## src/rtl/cdc_handshake_rx_pkg.sv

```systemverilog
// Shared definitions for the toggle-handshake receiver: FSM encodings and default sizing.
// The sender block imports the same package so both ends agree on encodings.
package cdc_handshake_rx_pkg;

    localparam int DEF_N           = 8;
    localparam int DEF_SYNC_STAGES = 2;
    localparam int DEF_SETTLE      = 1;
    localparam int DEF_CNT_W       = 8;
    localparam int SETTLE_W        = 4;

    typedef logic [1:0] state_t;

    localparam state_t ST_IDLE   = 2'd0;
    localparam state_t ST_SETTLE = 2'd1;
    localparam state_t ST_VALID  = 2'd2;

endpackage

```

## src/rtl/cdc_handshake_rx_bit_sync.sv

```systemverilog
// Generic single-bit synchronizer, STAGES flops deep, synchronous active-high reset.
// The sender reuses this for its ack_tog input.
module cdc_handshake_rx_bit_sync #(
    parameter int STAGES = 2
) (
    input  logic clk_i,
    input  logic rst_i,
    input  logic d_i,
    output logic q_o
);

    logic [STAGES-1:0] sync_q;
    logic [STAGES-1:0] sync_d;

    assign sync_d = {sync_q[STAGES-2:0], d_i};

    always_ff @(posedge clk_i) begin
        if (rst_i) begin
            sync_q <= '0;
        end else begin
            sync_q <= sync_d;
        end
    end

    assign q_o = sync_q[STAGES-1];

endmodule

```

## src/rtl/cdc_handshake_rx.sv

```systemverilog
// Receive end of the two-phase toggle handshake: synchronize req, settle, capture the
// quasi-static bus onto a valid/ready port, return an ack toggle and keep sequence statistics.
//
// state  | meaning
// IDLE   | waiting for a pending request while enabled
// SETTLE | request seen, counting down before sampling data_a
// VALID  | captured word presented, waiting for out_ready
module cdc_handshake_rx
    import cdc_handshake_rx_pkg::*;
#(
    parameter int N           = DEF_N,
    parameter int SYNC_STAGES = DEF_SYNC_STAGES,
    parameter int SETTLE      = DEF_SETTLE,
    parameter int CNT_W       = DEF_CNT_W
) (
    input  logic             clk_i,
    input  logic             rst_i,
    input  logic             en_i,
    input  logic             clr_stats_i,
    input  logic             req_tog_i,
    input  logic [N-1:0]     data_a_i,
    output logic [N-1:0]     out_data_o,
    output logic             out_valid_o,
    input  logic             out_ready_i,
    output logic             ack_tog_o,
    output logic             busy_o,
    output logic             overrun_o,
    output logic [CNT_W-1:0] word_cnt_o,
    output logic [CNT_W-1:0] err_cnt_o
);

    localparam logic [SETTLE_W-1:0] SETTLE_INIT = SETTLE_W'(SETTLE);

    logic                req_s;
    logic                pending;
    logic                capture;

    logic                req_seen_q,   req_seen_d;
    logic                req_prev_q;
    state_t              state_q,      state_d;
    logic [SETTLE_W-1:0] settle_cnt_q, settle_cnt_d;
    logic [N-1:0]        out_data_q,   out_data_d;
    logic                out_valid_q,  out_valid_d;
    logic                ack_q,        ack_d;
    logic                overrun_q,    overrun_d;
    logic [CNT_W-1:0]    word_cnt_q,   word_cnt_d;
    logic [CNT_W-1:0]    err_cnt_q,    err_cnt_d;
    logic [N-1:0]        exp_data_q,   exp_data_d;

    cdc_handshake_rx_bit_sync #(
        .STAGES (SYNC_STAGES)
    ) u_req_sync (
        .clk_i (clk_i),
        .rst_i (rst_i),
        .d_i   (req_tog_i),
        .q_o   (req_s)
    );

    // Level compare, so a toggle that lands while disabled stays pending.
    assign pending = (req_s != req_seen_q);

    always_comb begin
        state_d      = state_q;
        settle_cnt_d = settle_cnt_q;
        req_seen_d   = req_seen_q;
        out_data_d   = out_data_q;
        out_valid_d  = out_valid_q;
        ack_d        = ack_q;
        overrun_d    = overrun_q;
        word_cnt_d   = word_cnt_q;
        err_cnt_d    = err_cnt_q;
        exp_data_d   = exp_data_q;
        capture      = 1'b0;

        case (state_q)
            ST_IDLE: begin
                if (pending && en_i) begin
                    if (SETTLE == 0) begin
                        capture = 1'b1;
                    end else begin
                        state_d      = ST_SETTLE;
                        settle_cnt_d = SETTLE_INIT;
                    end
                end
            end
            ST_SETTLE: begin
                if (settle_cnt_q == SETTLE_W'(1)) begin
                    capture = 1'b1;
                end else begin
                    settle_cnt_d = settle_cnt_q - 1'b1;
                end
            end
            ST_VALID: begin
                if (out_ready_i) begin
                    state_d     = ST_IDLE;
                    out_valid_d = 1'b0;
                    ack_d       = ~ack_q;
                end
            end
            default: begin
                state_d = ST_IDLE;
            end
        endcase

        if (capture) begin
            state_d      = ST_VALID;
            settle_cnt_d = '0;
            out_data_d   = data_a_i;
            out_valid_d  = 1'b1;
            req_seen_d   = req_s;
            word_cnt_d   = word_cnt_q + 1'b1;
            if ((data_a_i != exp_data_q) && (err_cnt_q != '1)) begin
                err_cnt_d = err_cnt_q + 1'b1;
            end
            // Checker follows the received word so one glitch costs one error, not a stream.
            exp_data_d   = data_a_i + 1'b1;
        end

        if ((state_q != ST_IDLE) && (req_s != req_prev_q)) begin
            overrun_d = 1'b1;
        end

        if (clr_stats_i) begin
            word_cnt_d = '0;
            err_cnt_d  = '0;
            exp_data_d = '0;
            overrun_d  = 1'b0;
        end
    end

    always_ff @(posedge clk_i) begin
        if (rst_i) begin
            state_q      <= ST_IDLE;
            settle_cnt_q <= '0;
            req_seen_q   <= 1'b0;
            req_prev_q   <= 1'b0;
            out_data_q   <= '0;
            out_valid_q  <= 1'b0;
            ack_q        <= 1'b0;
            overrun_q    <= 1'b0;
            word_cnt_q   <= '0;
            err_cnt_q    <= '0;
            exp_data_q   <= '0;
        end else begin
            state_q      <= state_d;
            settle_cnt_q <= settle_cnt_d;
            req_seen_q   <= req_seen_d;
            req_prev_q   <= req_s;
            out_data_q   <= out_data_d;
            out_valid_q  <= out_valid_d;
            ack_q        <= ack_d;
            overrun_q    <= overrun_d;
            word_cnt_q   <= word_cnt_d;
            err_cnt_q    <= err_cnt_d;
            exp_data_q   <= exp_data_d;
        end
    end

    assign out_data_o  = out_data_q;
    assign out_valid_o = out_valid_q;
    assign ack_tog_o   = ack_q;
    assign busy_o      = (state_q != ST_IDLE);
    assign overrun_o   = overrun_q;
    assign word_cnt_o  = word_cnt_q;
    assign err_cnt_o   = err_cnt_q;

endmodule

```

## config.mk

```make
export PLATFORM = sky130hd
export DESIGN_NAME = cdc_handshake_rx
export DESIGN_NICKNAME = d
export VERILOG_FILES = /design/src/rtl/cdc_handshake_rx_pkg.sv /design/src/rtl/cdc_handshake_rx_bit_sync.sv /design/src/rtl/cdc_handshake_rx.sv
export SDC_FILE = /design/constraint.sdc
export NUM_CORES = 1
export LEC_CHECK = 0
export ABC_CLOCK_PERIOD_IN_PS = 1900
export CAP_MARGIN = 20
export CORE_UTILIZATION = 45
export DETAILED_ROUTE_END_ITERATION = 8
export PLACE_DENSITY = 0.74
export SYNTH_ARGS = -nofsm -noshare
export SYNTH_HDL_FRONTEND = slang
export SYNTH_HIERARCHICAL = 1
export SYNTH_SLANG_ARGS = --single-unit
```

## constraint.sdc

```tcl
create_clock -name clk_i -period 1.9 [get_ports clk_i]
set_input_delay 0.57 -clock clk_i [delete_from_list [all_inputs] [get_ports clk_i]]
set_output_delay 0.57 -clock clk_i [all_outputs]
set_load 0.005 [all_outputs]
```

[Word level (Yosys, flattened, before mapping)]
Cells that the tools add are included.
Word-level totals
  bits of input ports: 14
  memory bits (writable): 0
  logic and storage cells: 60
  bits in registers: 45
  output and inout bits: 28
  latch bits: 0
  memories: 0
  ROM bits: 0
Operators by class
  equal/unequal tests: 13
  reduce and logical (&&, ||, !) cells: 16
  add/sub/neg operators: 4
  muxes and demuxes: 12
  bitwise logic cells: 2
  shift-type cells: 0
  div/mod/pow operators: 0
  $mul: 0
  order comparisons: 0
Operators by type and width (count)
  $add 8x1->8 const B: 3
  $reduce_and 3->1: 3
  $mux 4: 2
  $ne 2x2->1 const B: 4
  $ne 8x8->1: 1
  $ne 8x8->1 const B: 1
  $pmux 4 s2: 1
  $reduce_bool 2->1: 4
  $mux 2: 3
  $ne 3x3->1 const B: 2
  $pmux 2 s3: 1
  $reduce_and 2->1: 3
  $mux 1: 5
  $eq 4x1->1 const B: 1
  $reduce_or 2->1: 2
  $sub 4x1->4 const B: 1
  $logic_and 1x1->1: 3
  $eq 2x1->1 const B: 1
  $eq 2x2->1 const B: 1
  $logic_not 2->1: 1
  $ne 1x1->1: 2
  $not 1->1: 2

[Logic depth before layout (Yosys ltp)]
Gate-level depths: netlist (run 1).
  word-level depth: 5
  gate-level depth with buffers: 7
  gate-level depth less buffers: 6

[Hierarchy]
The synthesis (run 1) kept the hierarchy.
By module, submodules not included
  cdc_handshake_rx: instances 1, cells an instance 238, area an instance 2039.5 um2, seq. area each 860.8 um2
  cdc_handshake_rx_bit_sync: instances 1, cells an instance 4, area an instance 52.6 um2, seq. area each 40.0 um2

[Worst setup path before layout (run 1)]
No wires, ideal clock.
  kind: input-to-reg
  start point: input port data_a_i[6]
  end point: register err_cnt_q[6] (netlist: err_cnt_o[6])
  library setup time: 0.137 ns
  path slack: 0.041 ns
  data arrival time: 1.722 ns
  data required time: 1.763 ns
  stages on the path: 4
  buffers on the path: 0
  cells stage by stage: xor2_1 -> nor4_1 -> a2111oi_0 -> mux2i_1
Between the ends
  longest elaborated chain between the ends: 3
RTL lines
  start, declared: RTL line cdc_handshake_rx.sv:21  | input logic [N-1:0] data_a_i,
  $ne 8x8->1: RTL line cdc_handshake_rx.sv:112  | if ((data_a_i != exp_data_q) && (err_cnt_q != '1)) begin
  $logic_and 1x1->1: RTL line cdc_handshake_rx.sv:112
  $reduce_and 2->1 (no source line)
  end signal, assigned: RTL line cdc_handshake_rx.sv:154  | err_cnt_q <= err_cnt_d;
  end, declared: RTL line cdc_handshake_rx.sv:47  | logic [CNT_W-1:0] err_cnt_q, err_cnt_d;
Every way passes these cells.
A chain may end at the register's enable or synchronous reset.

[Final worst setup path (run 1)]
Ends and elaborated chain as after synthesis.

==> impl_metrics.yaml, run 1 <==
sta:
  setup_violations: 0
  hold_ws_ns: 0.459
  max_freq_ghz: 0.531
  maxSlewHeadroom: 0.673
  hold_viol: 0
  finalMaxSlewViolations: 0
  rsz0062_at_grt: "true"
  fin_ws_ns: 0.0161
  fin_crit_sh: 0.992
  skew_ns: 0.00430
  fin_crit_ns: 1.88
  worstMarginPinSlew_ns: 0.489
floorplan:
  initial_core_util: 0.474
  die_h_um: 70.2
  die_area_sq_um: 4930
  placementRows: 24
  die_x_um: 70.2
  core-area_sq_um: 4410
  ioPinCount: 42
place:
  place_hpwl_um: 3360
  gp_congestion: 0.855
  dp.cells: 344
  io_buffers: 41
  dp_slack_ns: -0.511
cells_and_area:
  instances_no_fill: 353
  final_util: 0.658
  seq_area_sq_um: 910
  nets: 319
  multiInputGateArea_sq_um: 1170
  n_fill_cell: 369
  drive_gt1_frac: 0.159
  area_growth_pct: 38.8
  antenna_cells: 0
status:
  status: "finished clean"
critical_path:
  critPathLaunchType: "input pin"
  path_class: "in -> reg"
  path_delay_family: "buffers and inverters"
  rr_startpoint: "err_cnt_o[0]"
  cp_num_buf_inv: 2
  endpoint_kind: "register"
  max_stage_delay_ns: 0.49
  worstPathRequired_ns: 2.13
  cp_cell_sequence: "clkdlybuf4s50_1, xor2_1, nor4_1, buf_4, a2111oi_2, mux2i_1"
  worst_path_max_delay_cell: "clkdlybuf4s50_1"
  startpoint: "data_a_i[6]"
  cp.arrival_ns: 2.11
  cp_max_fo: 3
power_and_ir_drop:
  seq_power_share: 0.487
  power.internal_mw: 1.56
  power_frac_clock: 0.430
  p_leak_nw: 1.05
  p_switching_uw: 414
  swShare: 0.210
  vdd_drop_max_v: 0.000415
  pwr-share-comb: 0.083
  p_per_area_nw_per_um2: 679
yosys:
  syn_nets: 261
  synth.area.top_cells: "dfxtp_1, nand2_1, xor2_1"
  synth_top_area_frac: 0.431
  synthCells: 242
  syn_avg_cell_area_sq_um: 8.64
  ys.warnings.count: 6
  syn_area_sq_um: 2090
  synth-seq-cells: 45
  synth-seq-area-share: 0.431
  synth_top_area_cell: "dfxtp_1"
  netlist-cell-type-count: 36
detailed_routing:
  avgRoutedWirePerCell_um: 13.8
  first_pass_iters: 4
  vias: 1896
  drtIter0Drc: 80
  drt_wl_total_um: 4870
  ant_nets: 0
  drc_errors: 0
  vias_per_cell: 5.37
global_route:
  grt_usage: 0.203
  grt_pass1_vias: 1759
  use_met1: 0.250
  grt_max_degree: 29
  grt_use_met3: 0.0592
  busiest_layer: "met2"
  overflow: 0
  grtUsageMet2: 0.329
  antenna_found_initial: 0
  grt_pass1_wl_um: 7950
clock_network:
  cts-root-buf: "clkbuf_8"
  tritoncts.num_buffers: 5
  cts_sinks: 45
  path_clk_slew_ns: 0.08
  htreeDepth: 2
  clk_path_buf_depth: 2
  cts_tree: "done"
  clk_latency_ns: 0.30
hold_path:
  hp-class: "reg -> reg"
  worstHoldStart: "out_data_o[1]"
job:
  max_cap_viol_count: 0
## cell usage in the layout, fill, tap and decap left out, types with 2 or more instances in the layout
cell             Yosys  layout
a21oi_1             19      18
dfxtp_4              0       2
nor2_1              18      17
clkdlybuf4s50_1      0      39
ha_1                 5       3
xnor2_1              7       7
dfxtp_1             45      42
a211oi_2             0       4
buf_12               0       2
and3_1               3       2
nand2_1             39      39
nor4_1               3       3
inv_1                9       8
nand4_1              2       2
bufinv_16            0       2
a211oi_1             8       4
o21ai_0              6       6
nor2b_1              4       4
nor3_1               4       4
xor2_1              16      16
mux2i_1              8       8
or3_1                9       9
buf_4                0      18
clkbuf_8             0       5
nand3_1              9       9
## worst min-delay path, delay by kind of cell (launching register included)
family | cells | cell delay, ns
flip-flops | 1 | 0.31
AO/OA/AOI/OAI | 1 | 0.05
AND/OR/NAND/NOR | 1 | 0.05
## power groups by stage
| stage | Clock [mW] | Sequential, mW | Combinational [mW] |
|---|---|---|---|
| 3_3_place_gp | 0 | 0.983 | 0.154 |
| 3_5_place_dp | 0 | 0.984 | 0.156 |
| 4_1_cts | 0.870 | 0.959 | 0.158 |
| 5_1_grt | 0.901 | 0.962 | 0.178 |
| 2_1_floorplan | 0 | 0.981 | 0.0746 |
| 6_report | 0.848 | 0.960 | 0.163 |
## sequential cells by signal (all words and copies together) (netlist names)
| signal | flops |
|---|---|
| out_valid_o | 1 |
| state_q | 2 |
| settle_cnt_q | 4 |
| exp_data_q | 8 |
| word_cnt_o | 8 |
| u_req_sync/sync_q | 2 |
| req_seen_q | 1 |
| out_data_o | 8 |
| ack_tog_o | 1 |
| req_prev_q | 1 |
| err_cnt_o | 8 |
| overrun_o | 1 |
## logic make-up (layout without fill, tap and decap cells)
family,Yosys count,in the layout,synth area share
buf+inv,19,78,0.0341
simple gates,100,100,0.245
fa+ha+maj,5,5,0.0299
flops,45,45,0.431
xor+xnor,23,23,0.0963
compound gates,42,42,0.126
mux,8,8,0.0383
## cells in the mapped netlist
library cell	count
a2111oi_0	3
a211oi_1	8
a21oi_1	19
a2bb2oi_1	1
a31oi_1	1
a32oi_1	1
a41o_1	1
and3_1	3
and4_1	1
and4bb_2	1
buf_1	1
clkbuf_1	9
dfxtp_1	45
ha_1	5
inv_1	9
mux2i_1	8
nand2_1	39
nand2b_1	1
nand3_1	9
nand4_1	2
nand4bb_4	1
nor2_1	18
nor2b_1	4
nor3_1	4
nor4_1	3
nor4_2	1
nor4b_1	1
o211a_1	1
o211ai_1	1
o21ai_0	6
or2_2	1
or3_1	9
or3b_2	1
or4_4	1
xnor2_1	7
xor2_1	16
## layer usage
| metal | part of all wire | vias to the layer above |
|---|---|---|
| met5 | 0 | - |
| li1 | - | 957 |
| met1 | 0.47 | 887 |
| met2 | 0.47 | 40 |
| met3 | 0.039 | 12 |
| met4 | 0.020 | 0 |
## what timing repair did
action | CTS | global route
setup buffers | 0 | 1
gates cloned | 0 | 0
hold buffers | 0 | 0
resized for setup | 9 | 12
setup endpoints to repair | 3 | 22
## area by class of cell
cell class	instances	share of cell area
multi-input cells	178	0.404
flip-flops and latches	45	0.313
repair buffers	61	0.202
clock buffers	5	0.0237
clock inverters	3	0.0224
well taps	52	0.0224
inverters	9	0.0116
## per-stage QoR
step	power [mW]	setup TNS (ns)	cell area [sq um]
2_1_floorplan	1.06	0	2090
3_3_place_gp	1.14	-2.55	2700
3_5_place_dp	1.14	-2.96	2700
4_1_cts	1.99	0	2850
5_1_grt	2.04	-0.102	2900
6_report	1.97	0	2900
## final timing paths
kind         slack, ns  cells past startpoint            end
min reg2reg       0.46                      2  out_data_o[1]
min               0.46                      2  out_data_o[1]
max               0.02                      6   err_cnt_o[6]
max reg2reg       0.07                      6   err_cnt_o[5]
Note: power is estimated with default switching activity, not from simulation.
==> run 2, diff against run 1 <==
ABC_CLOCK_PERIOD_IN_PS = 2100   (was 1900)
PLACE_DENSITY = 0.71   (was 0.74)
clock period = 2.1 ns   (was 1.9 ns; I/O delays follow)
==> run 2 against run 1 <==
Against the previous run: combinational power shrank 15%; die area stayed put; first-iteration DRC count is 7.5% higher; register-to-register slack gained 0.11 ns; largest cell class unchanged.
==> impl_metrics.yaml, run 2 (synthesis gave the netlist of run 1 again) <==
critical_path:
  cp_max_fo: 6
  startpoint: "data_a_i[2]"
  timing.rr.end: "err_cnt_o[7]"
  cp_num_buf_inv: 1
  path_delay_family: "buffers and inverters"
  cp.arrival_ns: 2.23
  path_class: "in -> reg"
  cp_cell_sequence: "clkdlybuf4s50_1, xor2_1, nor4_2, a2111oi_0, mux2i_1"
  endpoint_kind: "register"
  endpoint: "err_cnt_o[7]"
  worstSetupPathDepth: 5
  rr_startpoint: "settle_cnt_q[1]"
  worst_path_max_delay_cell: "clkdlybuf4s50_1"
  max_stage_delay_ns: 0.61
  critPathLaunchType: "input pin"
  worst-r2r-cell-count: 6
  rrSetupSlack_ns: 0.18
  worstPathRequired_ns: 2.33
global_route:
  overflow: 0
  grt_usage: 0.200
  antenna_found_initial: 0
  grt_pass1_vias: 1701
  grt_pass1_wl_um: 7900
  grt_max_degree: 22
cells_and_area:
  seq_area_sq_um: 902
  drive_gt1_frac: 0.110
  instances_no_fill: 351
  multiInputGateArea_sq_um: 1120
  layout_common_cells: "dfxtp_1, clkdlybuf4s50_1, nand2_1"
  layout_commonest_cell: "dfxtp_1"
  area_growth_pct: 33.3
  antenna_cells: 0
  nets: 317
  n_fill_cell: 390
sta:
  fin_crit_sh: 0.949
  finalMaxSlewViolations: 0
  fin_tns_setup_ns: 0
  fin_crit_ns: 1.99
  hold_viol: 0
  max_freq_ghz: 0.502
  hold_ws_ns: 0.451
  rsz0062_at_grt: "false"
  skew_ns: 0.00471
  fin_ws_ns: 0.107
  worstMarginPinSlew_ns: 0.494
  maxSlewHeadroom: 0.662
  setup_violations: 0
detailed_routing:
  drtIter0Drc: 86
  first_pass_iters: 4
  ant_nets: 0
  vias: 1839
  avgRoutedWirePerCell_um: 13.1
  drt_wl_total_um: 4610
  vias_per_cell: 5.24
  drc_errors: 0
clock_network:
  htreeDepth: 2
  hold_buffers: 0
  clk_latency_ns: 0.30
  cts_tree: "done"
  cts_sinks: 45
  cts-root-buf: "clkbuf_8"
  tritoncts.num_buffers: 5
  clk_path_buf_depth: 2
  path_clk_slew_ns: 0.09
floorplan:
  die_h_um: 70.2
  placementRows: 24
  die_area_sq_um: 4930
  die_x_um: 70.2
  initial_core_util: 0.474
  core-area_sq_um: 4410
  ioPinCount: 42
place:
  gp_congestion: 0.853
  place_hpwl_um: 3300
  dp_slack_ns: -0.244
  dp.cells: 343
  io_buffers: 41
power_and_ir_drop:
  vdd_drop_max_v: 0.000370
  p_per_area_nw_per_um2: 610
  p_leak_nw: 1.01
status:
  status: "finished clean"
hold_path:
  worstHoldStart: "u_req_sync/sync_q[0]"
  hp-class: "reg -> reg"
job:
  max_cap_viol_count: 0
run 2: worst reg2reg max path, stage by stage, from the launching register on:
cell	delay, ns
dfxtp_1	0.33
inv_1	0.08
ha_1	0.24
and4bb_2	0.31
o211ai_1	0.16
a2111oi_0	0.51
mux2i_1	0.22
run 2: timing repair:
| action | CTS | global route |
|---|---|---|
| endpoints found under the setup margin | 0 | 2 |
| gates resized for setup | 0 | 2 |
| buffers inserted | 0 | 0 |
run 2: routing by layer:
layer	up-vias	share of wire	track usage
li1	955	-	-
met1	838	0.49	0.258
met2	40	0.45	0.333
met3	6	0.042	0.0462
met4	0	0.012	0.0533
met5	-	0	0
run 2: worst min-delay path by stage:
stage | to | cells past startpoint
2_1_floorplan | u_req_sync/sync_q[1] | 1
3_3_place_gp | u_req_sync/sync_q[1] | 1
3_5_place_dp | u_req_sync/sync_q[1] | 1
4_1_cts | u_req_sync/sync_q[1] | 1
5_1_grt | u_req_sync/sync_q[1] | 1
6_report | u_req_sync/sync_q[1] | 1
run 2: power by group:
group / internal (mW) / switching (mW) / total [mW]
sequential: 0.861 / 0.00807 / 0.870
clock: 0.387 / 0.304 / 0.691
combinational: 0.0714 / 0.0678 / 0.139
total: 1.32 / 0.380 / 1.70
run 2: layout make-up:
cell class	count	area share
well taps	52	0.0233
flip-flops and latches	45	0.324
inverters	9	0.0121
clock inverters	2	0.0135
repair buffers	59	0.196
clock buffers	6	0.0296
multi-input cells	178	0.402
run 2: per-stage QoR:
step	utilization	power [mW]	instance area, sq um
floorplan	-	0.955	2090
global placement	0.604	1.03	2670
detailed placement	0.604	1.03	2670
CTS	0.631	1.72	2790
global route	0.632	1.77	2790
finish	0.632	1.70	2790
==> run 3, diff against run 2 <==
HOLD_SLACK_MARGIN = 0.06   (was not set)
MAX_ROUTING_LAYER = met4   (was not set)
==> run 3 against run 2 <==
Against the previous run: setup slack improved by 0.00061 ns; global-route usage rose by 0.59 points; critical path depth is 1 higher; combinational power is essentially flat; critical endpoint unchanged; largest cell class unchanged.
==> impl_metrics.yaml, run 3 (synthesis gave the netlist of run 1 again) <==
sta:
  finalMaxSlewViolations: 0
  maxSlewHeadroom: 0.662
  max_freq_ghz: 0.502
  worstMarginPinSlew_ns: 0.494
  setup_violations: 0
  rsz0062_at_grt: "false"
  fin_crit_ns: 1.99
  hold_viol: 0
  skew_ns: 0.00436
  fin_crit_sh: 0.949
  fin_ws_ns: 0.108
  fin_tns_setup_ns: 0
place:
  place_hpwl_um: 3300
  io_buffers: 41
  dp_slack_ns: -0.244
  gp_congestion: 0.866
  place_area_sq_um: 2670
clock_network:
  cts-root-buf: "clkbuf_8"
  cts_sinks: 45
  cts_setup_buffers: 0
  hold_buffers: 0
  tritoncts.num_buffers: 5
  path_clk_slew_ns: 0.09
  htreeDepth: 2
  cts_resized: 0
  clk_path_buf_depth: 2
  cts_tree: "done"
  clk_latency_ns: 0.30
detailed_routing:
  ant_nets: 0
  vias: 1845
  vias_per_cell: 5.26
  avgRoutedWirePerCell_um: 13.1
  first_pass_iters: 4
  drt_wl_total_um: 4590
  drc_errors: 0
  drtIter0Drc: 96
hold_path:
  worstHoldStart: "u_req_sync/sync_q[0]"
  hp-class: "reg -> reg"
floorplan:
  core-area_sq_um: 4410
  initial_core_util: 0.474
  placementRows: 24
  die_area_sq_um: 4930
  die_x_um: 70.2
  ioPinCount: 42
  die_h_um: 70.2
power_and_ir_drop:
  power_frac_clock: 0.406
  p_leak_nw: 1.01
  power.internal_mw: 1.32
  p_switching_uw: 379
  pwr-share-comb: 0.082
  p_per_area_nw_per_um2: 609
  vdd_drop_max_v: 0.000369
  swShare: 0.223
  seq_power_share: 0.512
critical_path:
  cp.arrival_ns: 2.23
  endpoint_kind: "register"
  path_class: "in -> reg"
  cp_max_fo: 3
  critPathLaunchType: "input pin"
  max_stage_delay_ns: 0.50
  worst_path_max_delay_cell: "clkdlybuf4s50_1"
  cp_cell_sequence: "clkdlybuf4s50_1, xor2_1, nor4_1, buf_4, a2111oi_0, mux2i_1"
  startpoint: "data_a_i[5]"
  rrSetupSlack_ns: 0.18
  rr_startpoint: "settle_cnt_q[1]"
  worstPathRequired_ns: 2.33
cells_and_area:
  layout_commonest_cell: "dfxtp_1"
  final_util: 0.632
  nets: 317
  drive_gt1_frac: 0.110
  design_area_sq_um: 2790
  antenna_cells: 0
  layout_common_cells: "dfxtp_1, clkdlybuf4s50_1, nand2_1"
  area_growth_pct: 33.3
global_route:
  grt_max_degree: 22
  overflow: 0
  grt_usage: 0.206
  grt_pass1_vias: 1703
  grt_pass1_wl_um: 7910
  antenna_found_initial: 0
status:
  status: "finished clean"
job:
  max_cap_viol_count: 0
-- run 3: cell counts in the layout (fill, tap and decap cells not counted) --
Identical to the previous run, type by type.
-- run 3: power by group through the flow --
stage | combinational (mW) | sequential (mW) | clock, mW
finish | 0.139 | 0.870 | 0.690
global route | 0.152 | 0.871 | 0.744
CTS | 0.139 | 0.869 | 0.714
detailed placement | 0.137 | 0.889 | 0
global placement | 0.136 | 0.889 | 0
floorplan | 0.0675 | 0.888 | 0
-- run 3: path summary, 6_finish.rpt --
kind                            cells after the start                    to
worst min-delay path                                1  u_req_sync/sync_q[1]
worst max-delay path                                6          err_cnt_o[7]
worst max register to register                      6          err_cnt_o[7]
worst min register to register                      1  u_req_sync/sync_q[1]
-- run 3: final cells by class --
class	instances	area, sq um
inverters	9	33.8
fillers	390	1630
flip-flops and latches	45	902
clock inverters	2	37.5
well taps	52	65.1
repair buffers	59	546
clock buffers	6	82.6
multi-input cells	178	1120
-- run 3: stage by stage --
step / hold WS, ns / std cells / total power, mW
after floorplan: 0.414 / 242 / 0.955
after global placement: 0.423 / 343 / 1.03
after detailed placement: 0.448 / 343 / 1.03
after CTS: 0.451 / 351 / 1.72
after global routing: 0.459 / 351 / 1.77
final: 0.452 / 351 / 1.70
-- run 3: metal layers --
layer | vias up | GRT usage | wire (um)
li1 | 953 | - | -
met1 | 840 | 0.260 | 2250
met2 | 47 | 0.333 | 2090
met3 | 5 | 0.0447 | 203
met4 | 0 | 0.0533 | 40
met5 | - | - | 0
-- run 3: worst max-delay path: cells and delay by family --
kind	cells	cell delay (ns)
AND/OR/NAND/NOR	1	0.07
XOR/XNOR	1	0.17
AO/OA/AOI/OAI	1	0.49
buffers and inverters	2	0.64
multiplexers	1	0.22
